===== config.mk =====
export PLATFORM = sky130hd
export DESIGN_NAME = note_fetch_scheduler
export DESIGN_NICKNAME = d
export VERILOG_FILES = /design/src/rtl/note_fetch_pkg.sv /design/src/rtl/note_fetch_ptr_bank.sv /design/src/rtl/note_fetch_scheduler.sv
export SDC_FILE = /design/constraint.sdc
export NUM_CORES = 1
export LEC_CHECK = 0
export ABC_AREA = 1
export BUFFER_PORTS_ARGS = -buffer_cell sky130_fd_sc_hd__buf_4
export CORE_UTILIZATION = 58
export DETAILED_ROUTE_END_ITERATION = 10
export HOLD_SLACK_MARGIN = 0.02
export PLACE_DENSITY = 0.91
export RECOVER_POWER = 25
export REMOVE_ABC_BUFFERS = 1
export SLEW_MARGIN = 0
export SYNTH_ARGS = -nofsm -noshare
export SYNTH_HDL_FRONTEND = slang
export SYNTH_SLANG_ARGS = --single-unit

===== constraint.sdc =====
create_clock -name i_clk -period 4.4 [get_ports i_clk]
set_input_delay 0.66 -clock i_clk [delete_from_list [all_inputs] [get_ports i_clk]]
set_output_delay 0.66 -clock i_clk [all_outputs]
set_load 0.005 [all_outputs]

===== src/rtl/note_fetch_pkg.sv =====
// Shared types and helpers for the note fetch sequencer: FSM states, ROM word layout, address forming.
package note_fetch_pkg;

    localparam int NF_NUM_CH    = 3;
    localparam int NF_CH_ADDR_W = 6;
    localparam int NF_DATA_W    = 16;

    localparam int END_BIT = NF_DATA_W - 1;
    localparam logic [NF_DATA_W-2:0] REST = '0;

    typedef enum logic [1:0] {
        ST_IDLE,
        ST_ISSUE,
        ST_CAPTURE,
        ST_DELIVER
    } fetch_state_e;

    function automatic logic [NF_CH_ADDR_W+1:0] rom_addr(
        input logic [1:0]              ch,
        input logic [NF_CH_ADDR_W-1:0] ptr
    );
        return {ch, ptr};
    endfunction

endpackage


===== src/rtl/note_fetch_ptr_bank.sv =====
// Per-channel song pointers and halt flags; the selected channel's pointer/halt are read combinationally,
// updates (increment, clear, halt) apply to the selected channel at the next clock.
module note_fetch_ptr_bank
    import note_fetch_pkg::*;
#(
    parameter int NUM_CH    = NF_NUM_CH,
    parameter int CH_ADDR_W = NF_CH_ADDR_W
) (
    input  logic                 clk_i,
    input  logic                 rst_ni,
    input  logic [1:0]           sel_i,
    input  logic                 inc_i,
    input  logic                 clr_i,
    input  logic                 halt_set_i,
    output logic [CH_ADDR_W-1:0] ptr_o,
    output logic                 halt_o
);

    logic [CH_ADDR_W-1:0] ptr_q [NUM_CH];
    logic [CH_ADDR_W-1:0] ptr_d [NUM_CH];
    logic [NUM_CH-1:0]    halt_q;
    logic [NUM_CH-1:0]    halt_d;

    always_comb begin
        halt_d = halt_q;
        for (int c = 0; c < NUM_CH; c++) begin
            ptr_d[c] = ptr_q[c];
            if (sel_i == 2'(c)) begin
                // Clear wins over increment; the pointer wraps silently at the region end.
                if (clr_i) begin
                    ptr_d[c] = '0;
                end else if (inc_i) begin
                    ptr_d[c] = ptr_q[c] + CH_ADDR_W'(1);
                end
                if (halt_set_i) begin
                    halt_d[c] = 1'b1;
                end
            end
        end
    end

    always_ff @(posedge clk_i) begin
        if (!rst_ni) begin
            for (int c = 0; c < NUM_CH; c++) begin
                ptr_q[c] <= '0;
            end
            halt_q <= '0;
        end else begin
            for (int c = 0; c < NUM_CH; c++) begin
                ptr_q[c] <= ptr_d[c];
            end
            halt_q <= halt_d;
        end
    end

    always_comb begin
        ptr_o  = '0;
        halt_o = 1'b0;
        for (int c = 0; c < NUM_CH; c++) begin
            if (sel_i == 2'(c)) begin
                ptr_o  = ptr_q[c];
                halt_o = halt_q[c];
            end
        end
    end

endmodule


===== src/rtl/note_fetch_scheduler.sv =====
// Per beat, fetches one note word per channel (ch0..ch2) from the shared ROM; ch0 valid 3 cycles after the beat, 3 cycles per channel.
// Beats during a round are pended one-deep, further ones pulse o_overrun. NOTE_FETCH_SONG_LOOP_EN: end marker rewinds instead of halting.
module note_fetch_scheduler
    import note_fetch_pkg::*;
#(
    parameter int NUM_CH    = NF_NUM_CH,
    parameter int CH_ADDR_W = NF_CH_ADDR_W,
    parameter int DATA_W    = NF_DATA_W
) (
    input  logic                   i_clk,
    input  logic                   i_rst_n,
    input  logic                   i_beat_stb,
    input  logic                   i_enable,
    output logic                   o_rom_rd,
    output logic [CH_ADDR_W+1:0]   o_rom_addr,
    input  logic [DATA_W-1:0]      i_rom_data,
    output logic [DATA_W-2:0]      o_note,
    output logic [NUM_CH-1:0]      o_note_valid,
    output logic [NUM_CH-1:0]      o_end_stb,
    output logic                   o_busy,
    output logic                   o_overrun
);

    fetch_state_e         state_q, state_d;
    logic [1:0]           cur_q, cur_d;
    logic                 pending_q, pending_d;
    logic [DATA_W-2:0]    note_q, note_d;
    logic                 beat_acc;
    logic                 ptr_inc, ptr_clr, halt_set;
    logic [CH_ADDR_W-1:0] cur_ptr;
    logic                 halted;
    logic [NUM_CH-1:0]    cur_oh;
    logic                 rom_rd;
    logic [NUM_CH-1:0]    end_stb;
    logic [NUM_CH-1:0]    note_valid;
    logic                 overrun;
`ifdef NOTE_FETCH_SONG_LOOP_EN
    logic                 reread_q, reread_d;
`endif

    assign beat_acc = i_beat_stb & i_enable;
    assign cur_oh   = NUM_CH'(1) << cur_q;

    note_fetch_ptr_bank #(
        .NUM_CH    (NUM_CH),
        .CH_ADDR_W (CH_ADDR_W)
    ) u_ptr_bank (
        .clk_i      (i_clk),
        .rst_ni     (i_rst_n),
        .sel_i      (cur_q),
        .inc_i      (ptr_inc),
        .clr_i      (ptr_clr),
        .halt_set_i (halt_set),
        .ptr_o      (cur_ptr),
        .halt_o     (halted)
    );

    always_comb begin
        state_d    = state_q;
        cur_d      = cur_q;
        pending_d  = pending_q;
        note_d     = note_q;
        rom_rd     = 1'b0;
        end_stb    = '0;
        note_valid = '0;
        overrun    = 1'b0;
        ptr_inc    = 1'b0;
        ptr_clr    = 1'b0;
        halt_set   = 1'b0;
`ifdef NOTE_FETCH_SONG_LOOP_EN
        reread_d   = reread_q;
`endif

        case (state_q)
            ST_IDLE: begin
                if (beat_acc || pending_q) begin
                    state_d   = ST_ISSUE;
                    cur_d     = '0;
                    pending_d = 1'b0;
                    overrun   = beat_acc && pending_q;
                end
            end
            ST_ISSUE: begin
                rom_rd  = !halted;
                state_d = ST_CAPTURE;
            end
            ST_CAPTURE: begin
                state_d = ST_DELIVER;
                if (halted) begin
                    note_d = REST;
                end else if (!i_rom_data[END_BIT]) begin
                    note_d  = i_rom_data[DATA_W-2:0];
                    ptr_inc = 1'b1;
                end else begin
                    end_stb = cur_oh;
                    note_d  = REST;
`ifdef NOTE_FETCH_SONG_LOOP_EN
                    ptr_clr = 1'b1;
                    if (!reread_q) begin
                        reread_d = 1'b1;
                        state_d  = ST_ISSUE;
                    end
`else
                    halt_set = 1'b1;
`endif
                end
            end
            ST_DELIVER: begin
                note_valid = cur_oh;
`ifdef NOTE_FETCH_SONG_LOOP_EN
                reread_d   = 1'b0;
`endif
                if (cur_q == 2'(NUM_CH - 1)) begin
                    // A pended beat chains straight into the next round without an idle cycle.
                    if (pending_q) begin
                        state_d   = ST_ISSUE;
                        cur_d     = '0;
                        pending_d = 1'b0;
                    end else begin
                        state_d = ST_IDLE;
                    end
                end else begin
                    cur_d   = cur_q + 2'd1;
                    state_d = ST_ISSUE;
                end
            end
            default: state_d = ST_IDLE;
        endcase

        if (beat_acc && state_q != ST_IDLE) begin
            if (pending_q) begin
                overrun = 1'b1;
            end else begin
                pending_d = 1'b1;
            end
        end
    end

    always_ff @(posedge i_clk) begin
        if (!i_rst_n) begin
            state_q   <= ST_IDLE;
            cur_q     <= '0;
            pending_q <= 1'b0;
            note_q    <= '0;
`ifdef NOTE_FETCH_SONG_LOOP_EN
            reread_q  <= 1'b0;
`endif
        end else begin
            state_q   <= state_d;
            cur_q     <= cur_d;
            pending_q <= pending_d;
            note_q    <= note_d;
`ifdef NOTE_FETCH_SONG_LOOP_EN
            reread_q  <= reread_d;
`endif
        end
    end

    assign o_rom_rd     = rom_rd;
    assign o_rom_addr   = rom_rd ? rom_addr(cur_q, cur_ptr) : '0;
    assign o_note       = (state_q == ST_DELIVER) ? note_q : '0;
    assign o_note_valid = note_valid;
    assign o_end_stb    = end_stb;
    assign o_busy       = (state_q != ST_IDLE);
    assign o_overrun    = overrun;

endmodule


# --- After elaboration in Yosys (flattened, before gate mapping) ---
# Memory sizes are Yosys's and may differ from the RTL's.
# Cells that the tools add are included.
classes:
  n_reduce_logical: 12
  n_eq_ne: 7
  shifts: 1
  bitwise: 4
  muxes: 49
  n_addsub: 4
  div_mod_pow: 0
  n_mul: 0
  n_lt_le_gt_ge: 0
op_table:
  columns: ["operator", "n"]
  rows:
  - ["$mux 6", 12]
  - ["$mux 15", 3]
  - ["$mux 1", 21]
  - ["$add 6x1->6 const B", 3]
  - ["$mux 3", 4]
  - ["$mux 2", 5]
  - ["$mux 8", 1]
  - ["$pmux 2 s4", 1]
  - ["$eq 2x2->1 const B", 3]
  - ["$reduce_and 2->1", 3]
  - ["$eq 2x1->1 const B", 2]
  - ["$logic_not 2->1", 2]
  - ["$pmux 2 s2", 1]
  - ["$reduce_bool 2->1", 2]
  - ["$ne 3x3->1 const B", 1]
  - ["$or 1x1->1", 3]
  - ["$reduce_and 3->1", 1]
  - ["$shl 1x2->3 const A", 1]
  - ["$add 2x1->2 const B", 1]
  - ["$logic_and 1x1->1", 2]
  - ["$ne 2x2->1 const B", 1]
  - ["$pmux 1 s2", 1]
  - ["$and 1x1->1", 1]
  - ["$logic_not 1->1", 1]
  - ["$logic_or 1x1->1", 1]
word_totals:
  output_inout_bits: 32
  ram_bits: 18
  romBits: 0
  regBits: 23
  memories: 1
  latchBits: 0
mem_list:
  columns: ["name", "words", "word_bits", "rd", "rd_clocked_by_memory_dff", "wr", "line_no", "rtl"]
  rows:
  - ["u_ptr_bank.ptr_q", 3, 6, 3, 0, 3, "note_fetch_ptr_bank.sv:19", "logic [CH_ADDR_W-1:0] ptr_q [NUM_CH];"]

# --- Depth between registers and ports, before layout ---
logic_depth:
  word_depth: 9
  depth_mapped: 10
  ltp_nobuf: 9

# --- Hierarchy ---
# Synthesis repeated with hierarchy kept, for this count alone.
hier_totals:
  hier_cells: 347
  hier_area_um2: 2369.8
modules_own_cells:
  columns: ["mod", "cells_per_inst", "area_each_um2", "instances"]
  rows:
  - ["note_fetch_scheduler", 172, 1223.7, 1]
  - ["note_fetch_ptr_bank", 175, 1146.1, 1]

# --- Least setup slack after synthesis ---
# Ideal clock, no wire load.
synth_path:
  path_type: "register to output"
  startpoint: "reg state_q[0]"
  endpoint: "out o_note[10]"
  path_slack_ns: 2.516
  path_stages_with_launch: 6
  n_path_buf: 2
  arrival_ns: 1.224
  cell_sequence: "dfxtp_1 > ha_1 > clkbuf_1 > buf_1 > nand2_1 > inv_1"
synth_between:
  elab_chain_cells: 2
synth_lines:
  columns: ["element", "line_no", "rtl"]
  rows:
  - ["start, declared", "note_fetch_scheduler.sv:24", "fetch_state_e state_q, state_d;"]
  - ["start signal, assigned", "note_fetch_scheduler.sv:149", "state_q <= state_d;"]
  - ["$eq 2x2->1", "note_fetch_scheduler.sv:161", "assign o_note = (state_q == ST_DELIVER) ? note_q : '0;"]
  - ["$mux 15", "note_fetch_scheduler.sv:161", null]
  - ["end, declared", "note_fetch_scheduler.sv:17", "output logic [DATA_W-2:0] o_note,"]
# Every way passes these cells.

# --- Worst setup path in the final report ---
layout_path:
  startpoint: "reg cur_q[0]"
  endpoint: "out o_rom_addr[1]"
layout_between:
  elab_chain_cells: 7
  elab_cells_between_ends: 12
  classes_between: "eq/ne: 2; mux: 8; reduce/logical: 2"
layout_lines:
  columns: ["element", "line_no", "rtl"]
  rows:
  - ["start, declared", "note_fetch_scheduler.sv:25", "logic [1:0] cur_q, cur_d;"]
  - ["start signal, assigned", "note_fetch_scheduler.sv:150", "cur_q <= cur_d;"]
  - ["$logic_not 2->1", "note_fetch_ptr_bank.sv:60", "if (sel_i == 2'(c)) begin"]
  - ["$mux 1 (3 in series)", "note_fetch_ptr_bank.sv:60", null]
  - ["$logic_not 1->1", "note_fetch_scheduler.sv:84", "rom_rd = !halted;"]
  - ["$mux 1", "note_fetch_scheduler.sv:74", "case (state_q)"]
  - ["$mux 8 *", "note_fetch_scheduler.sv:160", "assign o_rom_addr = rom_rd ? rom_addr(cur_q, cur_ptr) : '0;"]
  - ["end, declared", "note_fetch_scheduler.sv:15", "output logic [CH_ADDR_W+1:0] o_rom_addr,"]
# Every way passes the cells marked *; elsewhere a longest branch is shown, timed or not.

==> key figures <==
Outcome
  • Outcome: complete, no violations

Routing
  • Vias: 2269
  • DRC: 0
  • Routed length per placed instance: 11.9 um
  • Via-per-instance ratio: 5.23
  • Post-route ant nets: 0
  • Final wirelength: 5150 um
  • DR pass1 iterations: 4
  • Initial DRC count: 113

Setup path
  • CP most frequent cell: nor2_1
  • WP data required: 3.74 ns
  • Worst Setup End Kind: output port
  • Worst Path Max Fanout: 12
  • Crit Path Class: flop to output port
  • Element type at the critical path start: flop
  • Critical Path AT: 2.45 ns
  • Crit-path max cell delay: 0.63 ns
  • Crit-path cells: nor2_1, nand2_1, inv_1, nor2_1, nand2_2, a31oi_1, buf_4
  • Slowest CP cell: nor2_1

Floorplanning
  • Die H: 64.4 um
  • Initial Util: 61.1%
  • Total Die Area: 0.00414 sq mm
  • Ports: 52
  • Rows: 22
  • Die width: 64.4 um
  • Core ar.: 0.00369 sq mm

Timing
  • Final hold violations: 0
  • Min Tclk post-route: 3.11 ns
  • Final number of max-transition violations: 0
  • RSZ-0062 raised after global routing: no
  • Setup ws final: 1.29 ns
  • Slew Limit Headroom: 38.9%
  • Worst slew pin tran: 0.914 ns
  • Fin crit share: 70.7%
  • Setup violations, final: 0
  • Fmax: 321 MHz
  • Setup TNS: 0 ns
  • Skew final: 0.00619 ns

Yosys
  • Yosys warns: 0
  • Synth unique cells: 28
  • Synthesized flop and latch total: 41
  • Syn Area/Cell: 6.61 sq um
  • Gate Count Post-Synth: 341
  • Cell Area, Synth: 0.00225 sq mm
  • Share of the yosys chip area belonging to registers: 36.4%

Hold path
  • Hold Path Class: flop to flop

Clocking
  • PostCTS Resize Cnt: 0
  • Root buf cell: clkbuf_8
  • CTS buffer count: 5
  • Hold buffers post-CTS: 0
  • H-tree Lvls: 2
  • CTS tree: built
  • Clock transition at the registers of the reported paths: 0.08 ns
  • Clock Latency Late Sink: 0.29 ns
  • Largest buffer count on any clock path: 2
  • Postcts setup bufs: 0
  • Sink Count: 41

Pwr
  • Pwr/cell area: 402 mW/mm^2
  • Cell leakage power: 0.00126 uW
  • Worst VDD drop: 0.241 mV

Global route
  • Global route overflow: 0
  • Number of global-route vias before repair: 1922
  • Initial antenna violation count: 0
  • First-pass GRT wire length: 8310 um
  • GR Util All Layers: 25.7%
  • Largest net degree at the start of global routing: 37

Layout
  • Fill cells: 314
  • Area growth from synthesis to layout: 19.8%
  • NumNets Final: 412
  • Multi-input gate area: 0.00114 sq mm
  • FF+latch area: 821 sq um
  • Antenna diodes: 0
  • Share of cells above drive strength 1: 17.4%

Place
  • Port Buffer Count: 51
  • RePlAce Congestion: 0.936
  • Worst slack, placed: 1.91 ns
  • DP HPWL: 3590 um

Job
  • Max-Cap Viols: 0
[cells by family after synthesis]
logic type	share of synthesized area (%)
and+or+nand+nor	35.5
DFF	36.4
AOI/OAI and AO/OA	11.4
adders and majority gates	3.88
buffers and inverters	12.4
xor gates and xnor gates	0.389
[where the power goes]
part / switching (uW) / internal (uW) / total (uW)
registers: 37.1 / 412 / 449
clock network: 124 / 185 / 309
logic: 222 / 107 / 329
[Yosys cell counts]
| library cell | n | area share, % |
|---|---|---|
| nand2_1 | 100 | 17 |
| o211ai_1 | 2 | 0.67 |
| nand3b_1 | 3 | 1.0 |
| nand2_2 | 1 | 0.28 |
| inv_2 | 3 | 0.50 |
| xor2_1 | 1 | 0.39 |
| a21oi_2 | 3 | 1.2 |
| clkbuf_1 | 5 | 0.83 |
| nand3_1 | 19 | 4.2 |
| nand3_2 | 4 | 1.8 |
| clkinv_1 | 1 | 0.17 |
| nor2_1 | 39 | 6.5 |
| nor2_4 | 1 | 0.50 |
| dfxtp_1 | 41 | 36 |
| a31oi_1 | 6 | 1.7 |
| a311oi_1 | 1 | 0.39 |
| nor2_8 | 1 | 0.89 |
| buf_4 | 2 | 0.67 |
| nor3_1 | 3 | 0.67 |
| buf_2 | 1 | 0.22 |
| o21ai_0 | 5 | 1.1 |
| nor2_2 | 1 | 0.28 |
| nand4_1 | 10 | 2.8 |
| a21oi_1 | 29 | 6.4 |
| buf_6 | 4 | 2.0 |
| ha_1 | 7 | 3.9 |
| buf_1 | 2 | 0.33 |
| inv_1 | 46 | 7.7 |
[worst paths after layout]
kind	startpoint	to	slack, ns	depth (start not counted)
hold / removal	u_ptr_bank.halt_q[2]$_SDFFE_PN0P_	u_ptr_bank.halt_q[2]$_SDFFE_PN0P_	0.46	2
setup reg to reg	state_q[0]$_SDFFE_PN0P_	u_ptr_bank.ptr_q[0][12]$_SDFFE_PN0P_	1.44	9
setup / recovery	cur_q[0]$_SDFFE_PN0P_	o_rom_addr[1]	1.29	7
hold reg to reg	u_ptr_bank.halt_q[2]$_SDFFE_PN0P_	u_ptr_bank.halt_q[2]$_SDFFE_PN0P_	0.46	2
[per-layer routing]
layer | global-route usage (%) | vias to the layer above | part of all wire [%]
met1 | 30.7 | 1013 | 45
met4 | 10.8 | 0 | 2.4
met5 | 0 | - | 0
met2 | 44.2 | 78 | 47
met3 | 5.36 | 14 | 5.6
li1 | - | 1164 | -
[flip-flops by register name, indices dropped and copies added (netlist names)]
register           flops
cur_q                  2
note_q                15
pending_q              1
state_q                2
u_ptr_bank.halt_q      3
u_ptr_bank.ptr_q      18
[worst max-delay path, delay by kind of cell, from the launching register on]
| family | cells | cell delay (ns) |
|---|---|---|
| compound gates | 1 | 0.25 |
| simple gates | 4 | 1.28 |
| buf+inv | 2 | 0.19 |
| flops | 1 | 0.43 |
[placed cells by master (no fill, tap or decap), types with 2 or more instances in the layout]
cell type / instances
nand2_1: 100
buf_4: 49
inv_1: 47
nor2_1: 41
dfxtp_1: 41
a21oi_1: 29
nand3_1: 19
nand4_1: 10
ha_1: 7
a31oi_1: 6
clkbuf_8: 6
o21ai_0: 5
nand3_2: 4
nor3_1: 3
nand3b_1: 3
a21oi_2: 3
clkinv_1: 2
o211ai_1: 2
clkbuf_1: 2
[stage by stage]
step | cells | util [%] | cell area [sq um] | total power, uW | hold WS, ns
floorplan | 327 | - | 2160 | 672 | 0.430
global placement | 426 | 70.7 | 2610 | 774 | 0.445
finish | 434 | 73.2 | 2700 | 1090 | 0.457
global route | 434 | 73.2 | 2700 | 1160 | 0.484
CTS | 434 | 73.8 | 2720 | 1100 | 0.460
detailed placement | 426 | 70.7 | 2610 | 785 | 0.449
[layout make-up]
type                            count  share of cell area, %
Timing Repair Buffer               51                   14.0
Multi-Input combinational cell    236                   42.1
Clock buffer                        7                   3.20
Tap cell                           48                   2.22
Clock inverter                      1                   1.11
Sequential cell                    41                   30.4
Inverter                           50                   6.95
Power figures use the tool's default switching activity.
